### src/rtl/byte_word_packer.sv
// byte_word_packer
//   Packs a valid/ready byte stream, little-endian, into BYTES_PER_WORD-byte
//   words presented on a registered valid/ready output. One byte per cycle,
//   no bubbles while the consumer is ready.
//
// Optional feature macro: PACKER_FLUSH_EN
//   When defined, adds the flush input and the out_be byte-enable output so a
//   partially filled word can be emitted on request.
//
// Ports
//   clk        : clock, rising edge
//   reset_n    : asynchronous active-low reset
//   in_valid   : input byte valid
//   in_ready   : byte accepted this cycle (combinational on out_ready)
//   in_data    : input byte [BYTE_W-1:0]
//   out_valid  : out_data holds a packed word
//   out_ready  : consumer accepts the word
//   out_data   : packed word, byte k at [k*BYTE_W +: BYTE_W]
//   flush      : (PACKER_FLUSH_EN) single-cycle request to emit a partial word
//   out_be     : (PACKER_FLUSH_EN) valid-byte mask for out_data

module byte_word_packer #(
  parameter int BYTES_PER_WORD = 4,
  parameter int BYTE_W         = 8,
  localparam int WORD_W        = BYTES_PER_WORD * BYTE_W,
  localparam int CNT_W         = $clog2(BYTES_PER_WORD)
) (
  input  logic              clk,
  input  logic              reset_n,
  input  logic              in_valid,
  output logic              in_ready,
  input  logic [BYTE_W-1:0] in_data,
  output logic              out_valid,
  input  logic              out_ready,
  output logic [WORD_W-1:0] out_data
`ifdef PACKER_FLUSH_EN
  ,
  input  logic                      flush,
  output logic [BYTES_PER_WORD-1:0] out_be
`endif
);

  localparam logic [CNT_W-1:0] LAST_SLOT = CNT_W'(BYTES_PER_WORD - 1);

  logic [WORD_W-1:0] acc;
  logic [WORD_W-1:0] acc_nxt;
  logic [WORD_W-1:0] acc_merged;
  logic [CNT_W-1:0]  cnt;
  logic [CNT_W-1:0]  cnt_nxt;
  logic              out_valid_nxt;
  logic              load;
  logic              slot_free;
  logic              last_slot;
  logic              accept;

`ifdef PACKER_FLUSH_EN
  logic                      flush_pending;
  logic                      flush_pending_nxt;
  logic [BYTES_PER_WORD-1:0] load_be;
  logic [31:0]               fill;
`endif

  always_comb begin
    slot_free = !out_valid || out_ready;
    last_slot = (cnt == LAST_SLOT);
`ifdef PACKER_FLUSH_EN
    in_ready  = !flush_pending && (!last_slot || slot_free);
`else
    in_ready  = !last_slot || slot_free;
`endif
    accept    = in_valid && in_ready;

    // Accumulator view including this cycle's byte; unfilled slots are zero
    // because acc is cleared on every emission.
    acc_merged = acc;
    if (accept) begin
      acc_merged[cnt*BYTE_W +: BYTE_W] = in_data;
    end

    cnt_nxt       = cnt;
    acc_nxt       = acc_merged;
    load          = 1'b0;
    out_valid_nxt = out_valid && !out_ready;

    if (accept) begin
      cnt_nxt = last_slot ? '0 : cnt + CNT_W'(1);
    end

`ifdef PACKER_FLUSH_EN
    flush_pending_nxt = flush_pending;
    load_be           = '1;
    fill              = 32'(cnt) + 32'(accept);
`endif

    if (accept && last_slot) begin
      load    = 1'b1;
      acc_nxt = '0;
    end
`ifdef PACKER_FLUSH_EN
    else if (flush_pending || (flush && (fill != 32'd0))) begin
      // A partial word waits here (with input blocked) until the output
      // register frees up.
      if (slot_free) begin
        load              = 1'b1;
        acc_nxt           = '0;
        cnt_nxt           = '0;
        flush_pending_nxt = 1'b0;
        for (int unsigned k = 0; k < BYTES_PER_WORD; k++) begin
          load_be[k] = (k < fill);
        end
      end else begin
        flush_pending_nxt = 1'b1;
      end
    end
`endif

    if (load) begin
      out_valid_nxt = 1'b1;
    end
  end

  always_ff @(posedge clk or negedge reset_n) begin
    if (!reset_n) begin
      cnt       <= '0;
      acc       <= '0;
      out_valid <= 1'b0;
      out_data  <= '0;
`ifdef PACKER_FLUSH_EN
      out_be        <= '0;
      flush_pending <= 1'b0;
`endif
    end else begin
      cnt       <= cnt_nxt;
      acc       <= acc_nxt;
      out_valid <= out_valid_nxt;
      if (load) begin
        out_data <= acc_merged;
`ifdef PACKER_FLUSH_EN
        out_be   <= load_be;
`endif
      end
`ifdef PACKER_FLUSH_EN
      flush_pending <= flush_pending_nxt;
`endif
    end
  end

endmodule

### config.mk
export PLATFORM = sky130hd
export DESIGN_NAME = byte_word_packer
export DESIGN_NICKNAME = d
export VERILOG_FILES = /design/src/rtl/byte_word_packer.sv
export SDC_FILE = /design/constraint.sdc
export NUM_CORES = 1
export LEC_CHECK = 0
export ABC_AREA = 1
export CAP_MARGIN = 20
export CORE_MARGIN = 2
export CORE_UTILIZATION = 50
export CTS_CLUSTER_DIAMETER = 60
export DETAILED_ROUTE_END_ITERATION = 6
export GPL_ROUTABILITY_DRIVEN = 0
export HOLD_SLACK_MARGIN = 0.02
export PLACE_DENSITY = 0.8
export REMOVE_ABC_BUFFERS = 1
export SLEW_MARGIN = 5
export SYNTH_ARGS = -nofsm -noshare
export SYNTH_HDL_FRONTEND = slang
export SYNTH_SLANG_ARGS = --single-unit
### constraint.sdc
create_clock -name clk -period 2.2 [get_ports clk]
set_input_delay 0.55 -clock clk [delete_from_list [all_inputs] [get_ports clk]]
set_output_delay 0.55 -clock clk [all_outputs]
set_load 0.01 [all_outputs]
======== Word-level counts from Yosys, hierarchy flattened ========
Cells that the tools add are included.
storage, ports and cells
  register bits after elaboration ......... 67
  bits in latches ......................... 0
  RAM bits ................................ 0
  bits in read-only memories .............. 0
  output and inout bits ................... 34
  memories ................................ 0
cells by class
  add/subtract/negate cells ............... 2
  multiply operators ...................... 0
  divide/modulo/power cells ............... 0
  $lt $le $gt $ge ......................... 0
  eq/ne operators ......................... 1
  shift operators ......................... 2
  multiplexer cells ....................... 6
  bitwise logic cells ..................... 0
  reduce and logical (&&, ||, !) cells .... 8
operator list
  kind                                                   count
  2-to-1 mux 32 bit                                      2
  negator 5 -> 34 bit                                    1
  variable shift 8 x 34 -> 32 bit, first input constant  1
  indexed part select 8 x 34 -> 32 bit                   1
  bitwise mux 32 bit                                     1
  logical AND 1 bit                                      3
  zero test 1 bit                                        3
  adder 2 x 1 -> 2 bit, second input constant            1
  equality test 2 bit, second input constant             1
  logical OR 1 bit                                       2
  2-to-1 mux 1 bit                                       2
  2-to-1 mux 2 bit                                       1

======== Logic depth before layout (Yosys ltp) ========
  depth in word-level cells ............... 7
  gate-level depth with buffers ........... 11
  gate-level depth less buffers ........... 9

======== Worst setup path after synthesis ========
Ideal clock, no wire load.
  path kind ............................... register to register
  start point ............................. register cnt[0]
  end point ............................... register acc[23]
  library setup time ...................... 71 ps
  arrival time ............................ 1,655 ps
  data required time ...................... 2,129 ps
  setup slack ............................. 473 ps
  stages on the path, launching flop included .. 11
  clock period less this slack ............ 1,727 ps
  cells stage by stage .................... dfrtp_1 -> inv_2 -> buf_2 -> ha_1 -> inv_1 -> nor2_4 -> buf_4 -> nand4_1 -> nand2_1 -> nand2_1 -> nor2_1
on the way
  cells in the longest elaborated chain, start to end .. 6
  elaborated cells on any way between the ends .. 11
ends and longest elaborated chain
  what                                                         line  text
  from (decl)                                                  48    logic [CNT_W-1:0] cnt;
  from (signal assigned)                                       133   cnt <= cnt_nxt;
  branches (longest 5 deep; another with negator 5 -> 34 bit)  -
  2-to-1 mux 32 bit (*)                                        95    if (accept && last_slot) begin
  named net acc_nxt[23]                                        46    logic [WORD_W-1:0] acc_nxt;
  to (signal assigned)                                         134   acc <= acc_nxt;
  to (decl)                                                    45    logic [WORD_W-1:0] acc;
Mark *: on every way through the listed nets, which the timed path passes.
A chain may end at the register's enable or synchronous reset.

======== Final worst setup path ========
  start point ............................. register cnt[1]
  end point ............................... output in_ready
on the way
  cells in the longest elaborated chain, start to end .. 3
ends and longest elaborated chain
  what                 line  text
  equality test 2 bit  65    last_slot = (cnt == LAST_SLOT);
  zero test 1 bit      69    in_ready = !last_slot || slot_free;
  logical OR 1 bit     69
  to (decl)            31    output logic in_ready,
No other way between the ends.

==> impl_metrics.sql <==
INSERT INTO impl_metrics (metric_group, metric, value, unit) VALUES
('global_route', 'grt_first_pass_wirelength', '11980', 'um'),
('global_route', 'grt_max_degree', '65', ''),
('detailed_routing', 'remaining_drc_errors', '0', ''),
('power', 'combinationalPowerShare', '45.3', '%'),
('flow_run', 'number_of_maximum_capacitance_constraint_violations', '0', ''),
('clocking', 'clockRootBuffer', 'sky130_fd_sc_hd__clkbuf_8', ''),
('final_layout', 'antenna_cells', '0', ''),
('global_route', 'groute.layer.met1.usage', '27.58', '%'),
('synth', 'postSynth.topFlopCell', 'sky130_fd_sc_hd__dfrtp_1', ''),
('synth', 'synth_largest_type_area_fraction', '51.78', '%'),
('synth', 'synth.largest_area_cell', 'sky130_fd_sc_hd__dfrtp_1', ''),
('sta', 'tightest_slew', '581.5', 'ps'),
('setup_path', 'timing.critical_path.to_type', 'primary output', ''),
('detailed_routing', 'drt-pass1-iter-count', '4', ''),
('power', 'p_int', '3.480', 'mW'),
('status', 'outcome', 'finished clean', ''),
('setup_path', 'worst-endpoint-arrival', '1400', 'ps'),
('clocking', 'tritoncts_num_sinks', '67', ''),
('power', 'cellPowerDensity', '1418', 'nW/um^2'),
('power', 'power_frac_seq', '35.9', '%'),
('setup_path', 'path_class', 'register to primary output', ''),
('clocking', 'cts_hold_buf', '0', ''),
('global_route', 'antenna_found_initial', '0', ''),
('global_route', 'global_route.peak_usage_layer', 'met2', ''),
('final_layout', 'areaGrowthSynthToFinish', '23.38', '%'),
('synth', 'synth_warnings', '0', ''),
('setup_path', 'start_kind', 'register', ''),
('global_route', 'grt_use_total', '20.95', '%'),
('setup_path', 'rr_worst_depth', '8', ''),
('sta', 'slew_headroom', '61.23', '%'),
('placed_design', 'dp.final_hpwl', '4755', 'um'),
('detailed_routing', 'dr.first_iter.drc_count', '164', ''),
('global_route', 'met3_usage', '4.720', '%'),
('synth', 'mapped_avg_cell_area', '7.655', 'sq um'),
('synth', 'synth_area_leaders', 'sky130_fd_sc_hd__dfrtp_1 (52%), sky130_fd_sc_hd__nand2_1 (22%), sky130_fd_sc_hd__nand3_1 (5.4%)', ''),
('placed_design', 'place_worst_setup_slack', '-9.141', 'ps'),
('synth', 'synthArstFlopShare', '100.0', '%'),
('setup_path', 'cp_max_fo', '5', ''),
('sta', 'hold_viol', '0', ''),
('sta', 'setup_ws', '246.8', 'ps'),
('sta', 'max_transition_viols_final', '0', ''),
('clocking', 'htreeDepth', '3', ''),
('global_route', 'grt_remaining_overflow', '0', ''),
('placed_design', 'count_of_input_and_output_buffers', '45', ''),
('sta', 'final.setup_skew', '5.893', 'ps'),
('synth', 'synthCells', '423', ''),
('sta', 'setup_viol_count_final', '0', ''),
('setup_path', 'timing.rr.end', 'out_data[21]$_DFFE_PN0P_', ''),
('power', 'p_sw', '2.187', 'mW'),
('clocking', 'worstSkewPairLatency', '340', 'ps'),
('min_path', 'hold_path_class', 'primary input to asynchronous set/reset pin', ''),
('power', 'clockPowerShare', '18.8', '%'),
('final_layout', 'drive_above_1_share', '7.547', '%'),
('floorplanning', 'floorplan.die.height', '84.48', 'um'),
('setup_path', 'r2r-start', 'cnt[0]$_DFFE_PN0N_', ''),
('floorplanning', 'ios', '46', ''),
('setup_path', 'setup_slack_of_the_worst_register_to_register_path', '380', 'ps'),
('sta', 'finalCritPeriodShare', '88.78', '%'),
('power', 'fin_total_pwr', '5.666', 'mW'),
('synth', 'synth.yosys.seq_area_share', '51.78', '%'),
('setup_path', 'cp.required', '1650', 'ps'),
('floorplanning', 'initial_utilization', '51.29', '%'),
('power', 'power.leakage', '2.119', 'nW'),
('sta', 'unrepaired_setup_endpoints_after_global_routing', 'false', ''),
('clocking', 'tritoncts', 'built', ''),
('detailed_routing', 'wl_per_cell', '12.41', 'um'),
('global_route', 'first_global_vias', '2655', ''),
('final_layout', 'nNetsFinal', '490', ''),
('final_layout', 'fillcell_total', '560', ''),
('synth', 'synthesis.area', '3238', 'sq um'),
('floorplanning', 'area_of_the_core_region', '6314', 'sq um');
## layout by cell type (no fill, tap or decap)
master                            instances
sky130_fd_sc_hd__nand2_1                189
sky130_fd_sc_hd__dfrtp_1                 66
sky130_fd_sc_hd__inv_1                   43
sky130_fd_sc_hd__clkdlybuf4s50_1         43
sky130_fd_sc_hd__nor2_1                  38
sky130_fd_sc_hd__nand3_1                 35
sky130_fd_sc_hd__nand4_1                 16
sky130_fd_sc_hd__clkbuf_8                12
sky130_fd_sc_hd__ha_1                     5
sky130_fd_sc_hd__buf_4                    5
sky130_fd_sc_hd__nor2_2                   4
sky130_fd_sc_hd__nand3_2                  3
sky130_fd_sc_hd__clkbuf_1                 3
sky130_fd_sc_hd__buf_12                   3
sky130_fd_sc_hd__inv_2                    2
sky130_fd_sc_hd__nor2_4                   2
sky130_fd_sc_hd__o21ai_0                  2
sky130_fd_sc_hd__nand2_4                  1
sky130_fd_sc_hd__ha_2                     1
sky130_fd_sc_hd__bufinv_16                1
sky130_fd_sc_hd__dfrtp_2                  1
sky130_fd_sc_hd__buf_2                    1
sky130_fd_sc_hd__dlygate4sd2_1            1
## critical path, cell delays in order (launching register included)
cell                            delay, ps
sky130_fd_sc_hd__dfrtp_1              420
sky130_fd_sc_hd__ha_2                 260
sky130_fd_sc_hd__nand3_2               90
sky130_fd_sc_hd__dlygate4sd2_1        290
## what timing repair did
action                                  in CTS  in global routing
buffers inserted                             1                  0
resized for setup                            3                  0
hold endpoints to repair                     0                  0
endpoints found under the setup margin       1                  0
## metal layers
layer | vias up | part of all wire (%)
met5 | - | 0
met4 | 0 | 1.8
met3 | 9 | 4.5
met2 | 57 | 48
met1 | 1296 | 46
li1 | 1388 | -
## through the flow
stage | util [%] | cell area [sq um] | setup TNS (ps) | instances | hold slack (ps)
detailed placement | 59.85 | 3779 | -9.141 | 537 | 465.2
CTS | 63.28 | 3995 | 0 | 554 | 216.7
finish | 63.28 | 3995 | 0 | 554 | 197.4
floorplan | - | 3147 | 0 | 408 | 254.4
global placement | 59.85 | 3779 | 0 | 537 | 461.7
global route | 63.28 | 3995 | 0 | 554 | 232.1
## cell families after synthesis
| kind of cell | Yosys count | synth area share (%) |
|---|---|---|
| AOI/OAI and AO/OA | 2 | 0.3091 |
| adders and majority gates | 6 | 2.318 |
| buffers and inverters | 60 | 8.037 |
| DFF | 67 | 51.78 |
| and+or+nand+nor | 288 | 37.56 |
## power by group through the flow
| stage | Sequential [mW] | Combinational [mW] | Clock (mW) |
|---|---|---|---|
| CTS | 2.05 | 2.57 | 1.09 |
| global placement | 2.04 | 2.43 | 0 |
| finish | 2.04 | 2.56 | 1.06 |
| detailed placement | 2.07 | 2.51 | 0 |
| floorplan | 2.16 | 1.45 | 0 |
| global route | 2.11 | 2.90 | 1.14 |
## layout make-up
| class | count | area, sq um | share of cell area, % |
|---|---|---|---|
| Sequential cell | 67 | 1678 | 42.00 |
| Multi-Input combinational cell | 296 | 1304 | 32.63 |
| Timing Repair Buffer | 53 | 541.8 | 13.56 |
| Clock buffer | 15 | 176.4 | 4.416 |
| Inverter | 45 | 168.9 | 4.228 |
| Tap cell | 77 | 96.34 | 2.412 |
| Clock inverter | 1 | 30.03 | 0.7516 |
## worst max path at each step
stage                       start                       to  slack, ps  cells past startpoint
4_1_cts                 out_ready                 in_ready        250                      4
6_report       cnt[1]$_DFFE_PN0N_                 in_ready        250                      3
3_5_place_dp            out_ready                 in_ready         -9                      4
5_1_grt        cnt[1]$_DFFE_PN0N_                 in_ready        170                      3
2_1_floorplan  cnt[0]$_DFFE_PN0N_  out_data[0]$_DFFE_PN0P_        150                      5
3_3_place_gp            out_ready                 in_ready         10                      4
## sequential cells by signal (all words and copies together), names as in the netlist
name,cells
out_valid,1
out_data,32
cnt,2
acc,32
Power figures use the tool's default switching activity.
